## src/rtl/wb_pkg.sv

```systemverilog
// Shared constants and types for the writeback/commit stage:
// exception codes, ms_exc bit positions and the drain FSM state.
package wb_pkg;

    // Bit positions inside ms_exc.
    localparam int EXC_ADEF = 0;
    localparam int EXC_INE  = 1;
    localparam int EXC_SYS  = 2;
    localparam int EXC_BRK  = 3;
    localparam int EXC_ALE  = 4;

    localparam logic [5:0] ECODE_INT  = 6'h00;
    localparam logic [5:0] ECODE_ADEF = 6'h08;
    localparam logic [5:0] ECODE_ALE  = 6'h09;
    localparam logic [5:0] ECODE_SYS  = 6'h0B;
    localparam logic [5:0] ECODE_BRK  = 6'h0C;
    localparam logic [5:0] ECODE_INE  = 6'h0D;

    localparam logic [8:0] ESUBCODE_INT  = 9'd0;
    localparam logic [8:0] ESUBCODE_ADEF = 9'd0;
    localparam logic [8:0] ESUBCODE_ALE  = 9'd0;
    localparam logic [8:0] ESUBCODE_SYS  = 9'd0;
    localparam logic [8:0] ESUBCODE_BRK  = 9'd0;
    localparam logic [8:0] ESUBCODE_INE  = 9'd0;

    typedef enum logic [0:0] {
        ST_RUN   = 1'b0,
        ST_DRAIN = 1'b1
    } state_t;

    // Contents of the WS pipeline register.
    typedef struct packed {
        logic [31:0] pc;
        logic [4:0]  exc;
        logic [31:0] vaddr;
        logic        ertn;
        logic        rf_we;
        logic [4:0]  rf_waddr;
        logic [31:0] rf_wdata;
        logic        csr_we;
        logic [13:0] csr_num;
        logic [31:0] csr_wmask;
        logic [31:0] csr_wvalue;
    } ws_t;

endpackage

```

## src/rtl/wb_exc_prio.sv

```systemverilog
// Exception priority resolver: picks the highest-priority cause among
// interrupt and the instruction's exception flags, and reports its codes.
module wb_exc_prio
    import wb_pkg::*;
(
    input  logic [4:0] ms_exc,
    input  logic       has_int,
    output logic       sel_ale,
    output logic [5:0] ecode,
    output logic [8:0] esubcode,
    output logic       any_ex
);

    always_comb begin
        sel_ale  = 1'b0;
        ecode    = ECODE_INT;
        esubcode = ESUBCODE_INT;
        any_ex   = has_int | (|ms_exc);
        if (has_int) begin
            ecode    = ECODE_INT;
            esubcode = ESUBCODE_INT;
        end else if (ms_exc[EXC_ADEF]) begin
            ecode    = ECODE_ADEF;
            esubcode = ESUBCODE_ADEF;
        end else if (ms_exc[EXC_INE]) begin
            ecode    = ECODE_INE;
            esubcode = ESUBCODE_INE;
        end else if (ms_exc[EXC_SYS]) begin
            ecode    = ECODE_SYS;
            esubcode = ESUBCODE_SYS;
        end else if (ms_exc[EXC_BRK]) begin
            ecode    = ECODE_BRK;
            esubcode = ESUBCODE_BRK;
        end else if (ms_exc[EXC_ALE]) begin
            ecode    = ECODE_ALE;
            esubcode = ESUBCODE_ALE;
            sel_ale  = 1'b1;
        end
    end

endmodule

```

## src/rtl/wb_exc_commit.sv

```systemverilog
// Writeback/commit stage: latches one instruction from MEM per cycle and either
// retires it or turns it into an exception/interrupt/ertn flush toward the CSR unit.
module wb_exc_commit
    import wb_pkg::*;
#(
    parameter int DRAIN_CYCLES = 2
) (
    input  logic        clk,
    input  logic        reset,
    // Handshake: an instruction moves MEM->WS on a cycle where ms_to_ws_valid
    // and ws_allowin are both high; an offer that is not accepted is dropped.
    input  logic        ms_to_ws_valid,
    output logic        ws_allowin,
    input  logic [31:0] ms_pc,
    input  logic [4:0]  ms_exc,
    input  logic [31:0] ms_vaddr,
    input  logic        ms_ertn,
    input  logic        ms_rf_we,
    input  logic [4:0]  ms_rf_waddr,
    input  logic [31:0] ms_rf_wdata,
    input  logic        ms_csr_we,
    input  logic [13:0] ms_csr_num,
    input  logic [31:0] ms_csr_wmask,
    input  logic [31:0] ms_csr_wvalue,
    output logic        rf_we,
    output logic [4:0]  rf_waddr,
    output logic [31:0] rf_wdata,
    output logic        csr_we,
    output logic [13:0] csr_num,
    output logic [31:0] csr_wmask,
    output logic [31:0] csr_wvalue,
    input  logic        has_int,
    input  logic [31:0] ex_entry,
    input  logic [31:0] ertn_entry,
    output logic        wb_ex,
    output logic        ertn_flush,
    output logic [31:0] wb_pc,
    output logic [5:0]  wb_ecode,
    output logic [8:0]  wb_esubcode,
    output logic [31:0] wb_vaddr,
    output logic        flush_valid,
    output logic [31:0] flush_target,
    output logic [31:0] instret,
    output state_t      dbg_state
);

    localparam logic [3:0] DRAIN_CNT = 4'(DRAIN_CYCLES);

    logic        ws_valid;
    ws_t         ws_q;
    ws_t         ms_bundle;
    logic        ws_live;
    logic        accept;
    logic        sel_ale;
    logic        any_ex;
    logic [5:0]  ecode;
    logic [8:0]  esubcode;
    state_t      state_q, state_d;
    logic [3:0]  cnt_q, cnt_d;
    logic [31:0] instret_q;

    assign ms_bundle = '{pc: ms_pc, exc: ms_exc, vaddr: ms_vaddr, ertn: ms_ertn,
                         rf_we: ms_rf_we, rf_waddr: ms_rf_waddr, rf_wdata: ms_rf_wdata,
                         csr_we: ms_csr_we, csr_num: ms_csr_num,
                         csr_wmask: ms_csr_wmask, csr_wvalue: ms_csr_wvalue};

    assign accept = ms_to_ws_valid & ws_allowin;

    always_ff @(posedge clk) begin
        if (reset) ws_valid <= 1'b0;
        else       ws_valid <= accept;
    end

    always_ff @(posedge clk) begin
        if (accept) ws_q <= ms_bundle;
    end

    // Masking with reset keeps every valid/we output low in the reset cycle itself.
    assign ws_live = ws_valid & ~reset;

    wb_exc_prio u_prio (
        .ms_exc   (ws_q.exc),
        .has_int  (has_int),
        .sel_ale  (sel_ale),
        .ecode    (ecode),
        .esubcode (esubcode),
        .any_ex   (any_ex)
    );

    assign wb_ex        = ws_live & any_ex;
    assign ertn_flush   = ws_live & ws_q.ertn & ~wb_ex;
    assign flush_valid  = wb_ex | ertn_flush;
    assign flush_target = wb_ex ? ex_entry : ertn_entry;
    assign wb_pc        = ws_q.pc;
    assign wb_ecode     = ecode;
    assign wb_esubcode  = esubcode;
    assign wb_vaddr     = sel_ale ? ws_q.vaddr : ws_q.pc;

    assign rf_we      = ws_live & ws_q.rf_we & ~flush_valid;
    assign rf_waddr   = ws_q.rf_waddr;
    assign rf_wdata   = ws_q.rf_wdata;
    assign csr_we     = ws_live & ws_q.csr_we & ~flush_valid;
    assign csr_num    = ws_q.csr_num;
    assign csr_wmask  = ws_q.csr_wmask;
    assign csr_wvalue = ws_q.csr_wvalue;

    always_ff @(posedge clk) begin
        if (reset)                      instret_q <= 32'd0;
        else if (ws_live & ~flush_valid) instret_q <= instret_q + 32'd1;
    end
    assign instret = instret_q;

    // Drain FSM: state register
    always_ff @(posedge clk) begin
        if (reset) begin
            state_q <= ST_RUN;
            cnt_q   <= 4'd0;
        end else begin
            state_q <= state_d;
            cnt_q   <= cnt_d;
        end
    end

    // Drain FSM: next state
    always_comb begin
        state_d = state_q;
        cnt_d   = cnt_q;
        case (state_q)
            ST_RUN: begin
                if (flush_valid && (DRAIN_CNT != 4'd0)) begin
                    state_d = ST_DRAIN;
                    cnt_d   = DRAIN_CNT;
                end
            end
            ST_DRAIN: begin
                cnt_d = cnt_q - 4'd1;
                if (cnt_q <= 4'd1) state_d = ST_RUN;
            end
            default: begin
                state_d = ST_RUN;
                cnt_d   = 4'd0;
            end
        endcase
    end

    // Drain FSM: outputs
    always_comb begin
        ws_allowin = (state_q == ST_RUN) & ~flush_valid;
        dbg_state  = state_q;
    end

endmodule

```

## config.mk

```make
export PLATFORM = sky130hd
export DESIGN_NAME = wb_exc_commit
export DESIGN_NICKNAME = d
export VERILOG_FILES = /design/src/rtl/wb_pkg.sv /design/src/rtl/wb_exc_prio.sv /design/src/rtl/wb_exc_commit.sv
export SDC_FILE = /design/constraint.sdc
export NUM_CORES = 1
export LEC_CHECK = 0
export BUFFER_PORTS_ARGS = -buffer_cell sky130_fd_sc_hd__buf_2
export CAP_MARGIN = 40
export CORE_UTILIZATION = 24
export DETAILED_ROUTE_END_ITERATION = 8
export GPL_ROUTABILITY_DRIVEN = 0
export GPL_TIMING_DRIVEN = 0
export PLACE_DENSITY = 0.51
export SYNTH_ARGS = -nofsm -noshare
export SYNTH_HDL_FRONTEND = slang
export SYNTH_SLANG_ARGS = --single-unit
```

## constraint.sdc

```tcl
create_clock -name clk -period 15.5 [get_ports clk]
set_input_delay 3.1 -clock clk [delete_from_list [all_inputs] [get_ports clk]]
set_output_delay 3.1 -clock clk [all_outputs]
set_load 0.02 [all_outputs]
```

==> metrics.cfg <==
[cells_and_area]
syn_to_final_growth_pct=43.3
nNetsFinal=1460
layoutNonFillerInstCount=1743
postLayoutCoreUtil=0.353
layout-drive-gt1-share=0.650

[sta]
finalSetupViolations=0
period_minus_slack_ps=7900
fin_setup_tns_ps=0
rsz0062_at_grt=no
max_slew_margin=0.666
fmax_mhz=127
finClkSkew_ps=8.23
timing_hold_violations_final=0
worst_pin_slew_ps=498
slew_viol_final=0
finalCritPeriodShare=0.509

[global_route]
antenna_found_initial=4
grt.total_usage=0.134
grt_overflow=0
grt_pass1_wl_mm=41.2
grt_max_degree=66
grt_pass1_vias=6485

[synth]
synth_edf_count=187
syn_area_per_cell_um2=14.7
ys_ff_latch=225
synth_top_area_share=0.585
synthCells=653
synth_area_um2=9600
synth-main-ff-cell=edfxtp_1
yosysSeqAreaShare=0.664
synth_area_leaders=edfxtp_1 58%, buf_4 12%, dfxtp_1 7.9%, mux2_2 6.9%, xnor2_1 2.4%
synth_top_area_cell=edfxtp_1
synthArstFlopShare=0
ys_top_cells_by_count=187 x edfxtp_1, 159 x buf_4, 59 x mux2_2
synth.distinct_cells=41
yosysMostFrequentCell=edfxtp_1
ys_warn_count=0

[floorplanning]
die-area_um2=40800
io_pins=520
core_um2=39000
die_x_um=202
start_util=0.246
die_h_um=202
rows=72

[power_and_ir_drop]
max-vdd-ir-drop_mv=0.0592
switching_power_uw=372
pwr-share-seq=0.468
p_leak_nw=6.06
swShare=0.245
power_density_nw_per_um2=110
combPwrFrac=0.136
p_int_mw=1.15
clkPwrFrac=0.396
finalPower_mw=1.52

[routing]
drcViolationCount=0
dr.pass1.iters=4
drtAntennaViolNets=0
wl_mm=28.9
drtIter0Drc=273
viasPerCell=3.87
wl_per_cell_um=16.6
vias=6740

[status]
status=complete, no violations

[critical_path]
cp_max_fo=10
crit_path_end_kind=primary output
r2r_end=csr_wvalue[22]
critPathArrivalTime_ps=4800
slowest_stage=nor3_4
worst-setup-path-type=in -> out
cp-start-kind=input port
r2r_setup_slack_ps=12450
reg2regPathDepth=8
crit_path_max_incr_delay_ps=400
cp_common_cell=buf_2
crit_path_cell_trace=buf_2 -> nor3_4 -> nand4_1 -> buf_2 -> mux2_2 -> buf_2
crit_required_ps=12400
r2r-start=ws_q[151]

[place]
port_buffers=507
dp.cells=1691
hpwl_mm=22.7

[clocking]
cts.sinks=225
clk_latency_ps=530
clockBufferDepth=3
cts_hold_buf=0
clkTransAtPathRegs_ps=60
postCtsSetupRepairBufs=0
ctsResizeCount=0
root_buffer=clkbuf_16
numCtsBuffers=27
cts.htree.levels=1
tritoncts=built

[min_path]
worstHoldEndpoint=instret[31]
min-delay-start=instret[31]
hold_class=reg -> reg
hold_path_depth=1

[flow_run]
cap_violations=0

[area by class of cell]
type	count	area, um2
well taps	518	648
diodes	2	5.00
clock buffers	38	748
flip-flops and latches	225	6380
plain buffers	176	1300
clock inverters	12	93.8
inverters	12	45.0
repair buffers	510	2620
multi-input cells	250	1920
fillers	3906	25300
[worst max-delay path by stage]
stage / from / end / slack [ps] / depth (start not counted)
2_1_floorplan: has_int / csr_num[0] / 6390 / 6
3_3_place_gp: has_int / csr_wmask[27] / 3970 / 7
3_5_place_dp: has_int / wb_vaddr[13] / 7540 / 6
4_1_cts: has_int / wb_vaddr[13] / 7530 / 6
5_1_grt: has_int / wb_vaddr[18] / 7440 / 6
6_report: has_int / wb_vaddr[13] / 7600 / 6
[power by group through the flow]
stage	clock [mW]	combinational, mW	sequential (mW)
CTS	0.624	0.210	0.710
global placement	0	0.204	0.732
detailed placement	0	0.209	0.722
finish	0.601	0.207	0.710
global route	0.645	0.221	0.713
floorplan	0	0.123	0.726
[kinds of logic (layout without fill, tap and decap cells)]
family	count (synthesis)	in the layout	synth area share
AOI/OAI and AO/OA	16	16	0.0107
xor gates and xnor gates	28	28	0.0255
adders and majority gates	3	3	0.00391
buffers and inverters	188	748	0.140
DFF	225	225	0.664
muxes	65	65	0.0761
other	1	13	0.000391
and+or+nand+nor	127	127	0.0789
[sequential cells by signal, summed over array words and instances, names as in the netlist]
| register | cells |
|---|---|
| csr_wmask | 32 |
| dbg_state | 1 |
| wb_pc | 32 |
| rf_waddr | 5 |
| csr_num | 14 |
| instret | 32 |
| rf_wdata | 32 |
| csr_wvalue | 32 |
| cnt_q | 4 |
| ws_q | 40 |
| ws_valid | 1 |
[layer usage]
layer / share of wire / up-vias / global-route usage
met5: 0.00045 / - / 0
met4: 0.021 / 2 / 0.0371
met3: 0.073 / 35 / 0.0353
met2: 0.50 / 242 / 0.230
met1: 0.40 / 3192 / 0.164
li1: - / 3269 / -
[through the flow]
stage / area (um2) / hold WS [ps] / setup slack, ps
6_report: 13800 / 456 / 7600
2_1_floorplan: 9640 / 448 / 6390
3_3_place_gp: 12800 / 450 / 3970
3_5_place_dp: 12900 / 449 / 7540
4_1_cts: 13700 / 460 / 7530
5_1_grt: 13700 / 472 / 7440
[placed cells by master (no fill, tap or decap), drive strengths merged, types with 14 or more instances in the layout]
| cell type | synthesis | routed |
|---|---|---|
| inv | 12 | 16 |
| nor2 | 35 | 35 |
| edfxtp | 187 | 187 |
| dfxtp | 38 | 38 |
| clkbuf | 7 | 45 |
| nor3 | 18 | 18 |
| xnor2 | 26 | 26 |
| nand2 | 14 | 14 |
| buf | 169 | 679 |
| mux2 | 64 | 64 |
[worst max-delay path: cells and delay by family]
kind                   cells  cell delay (ps)
muxes                      1              330
buffers and inverters      3              650
and+or+nand+nor            2              700
(Power assumes the default switching activity.)
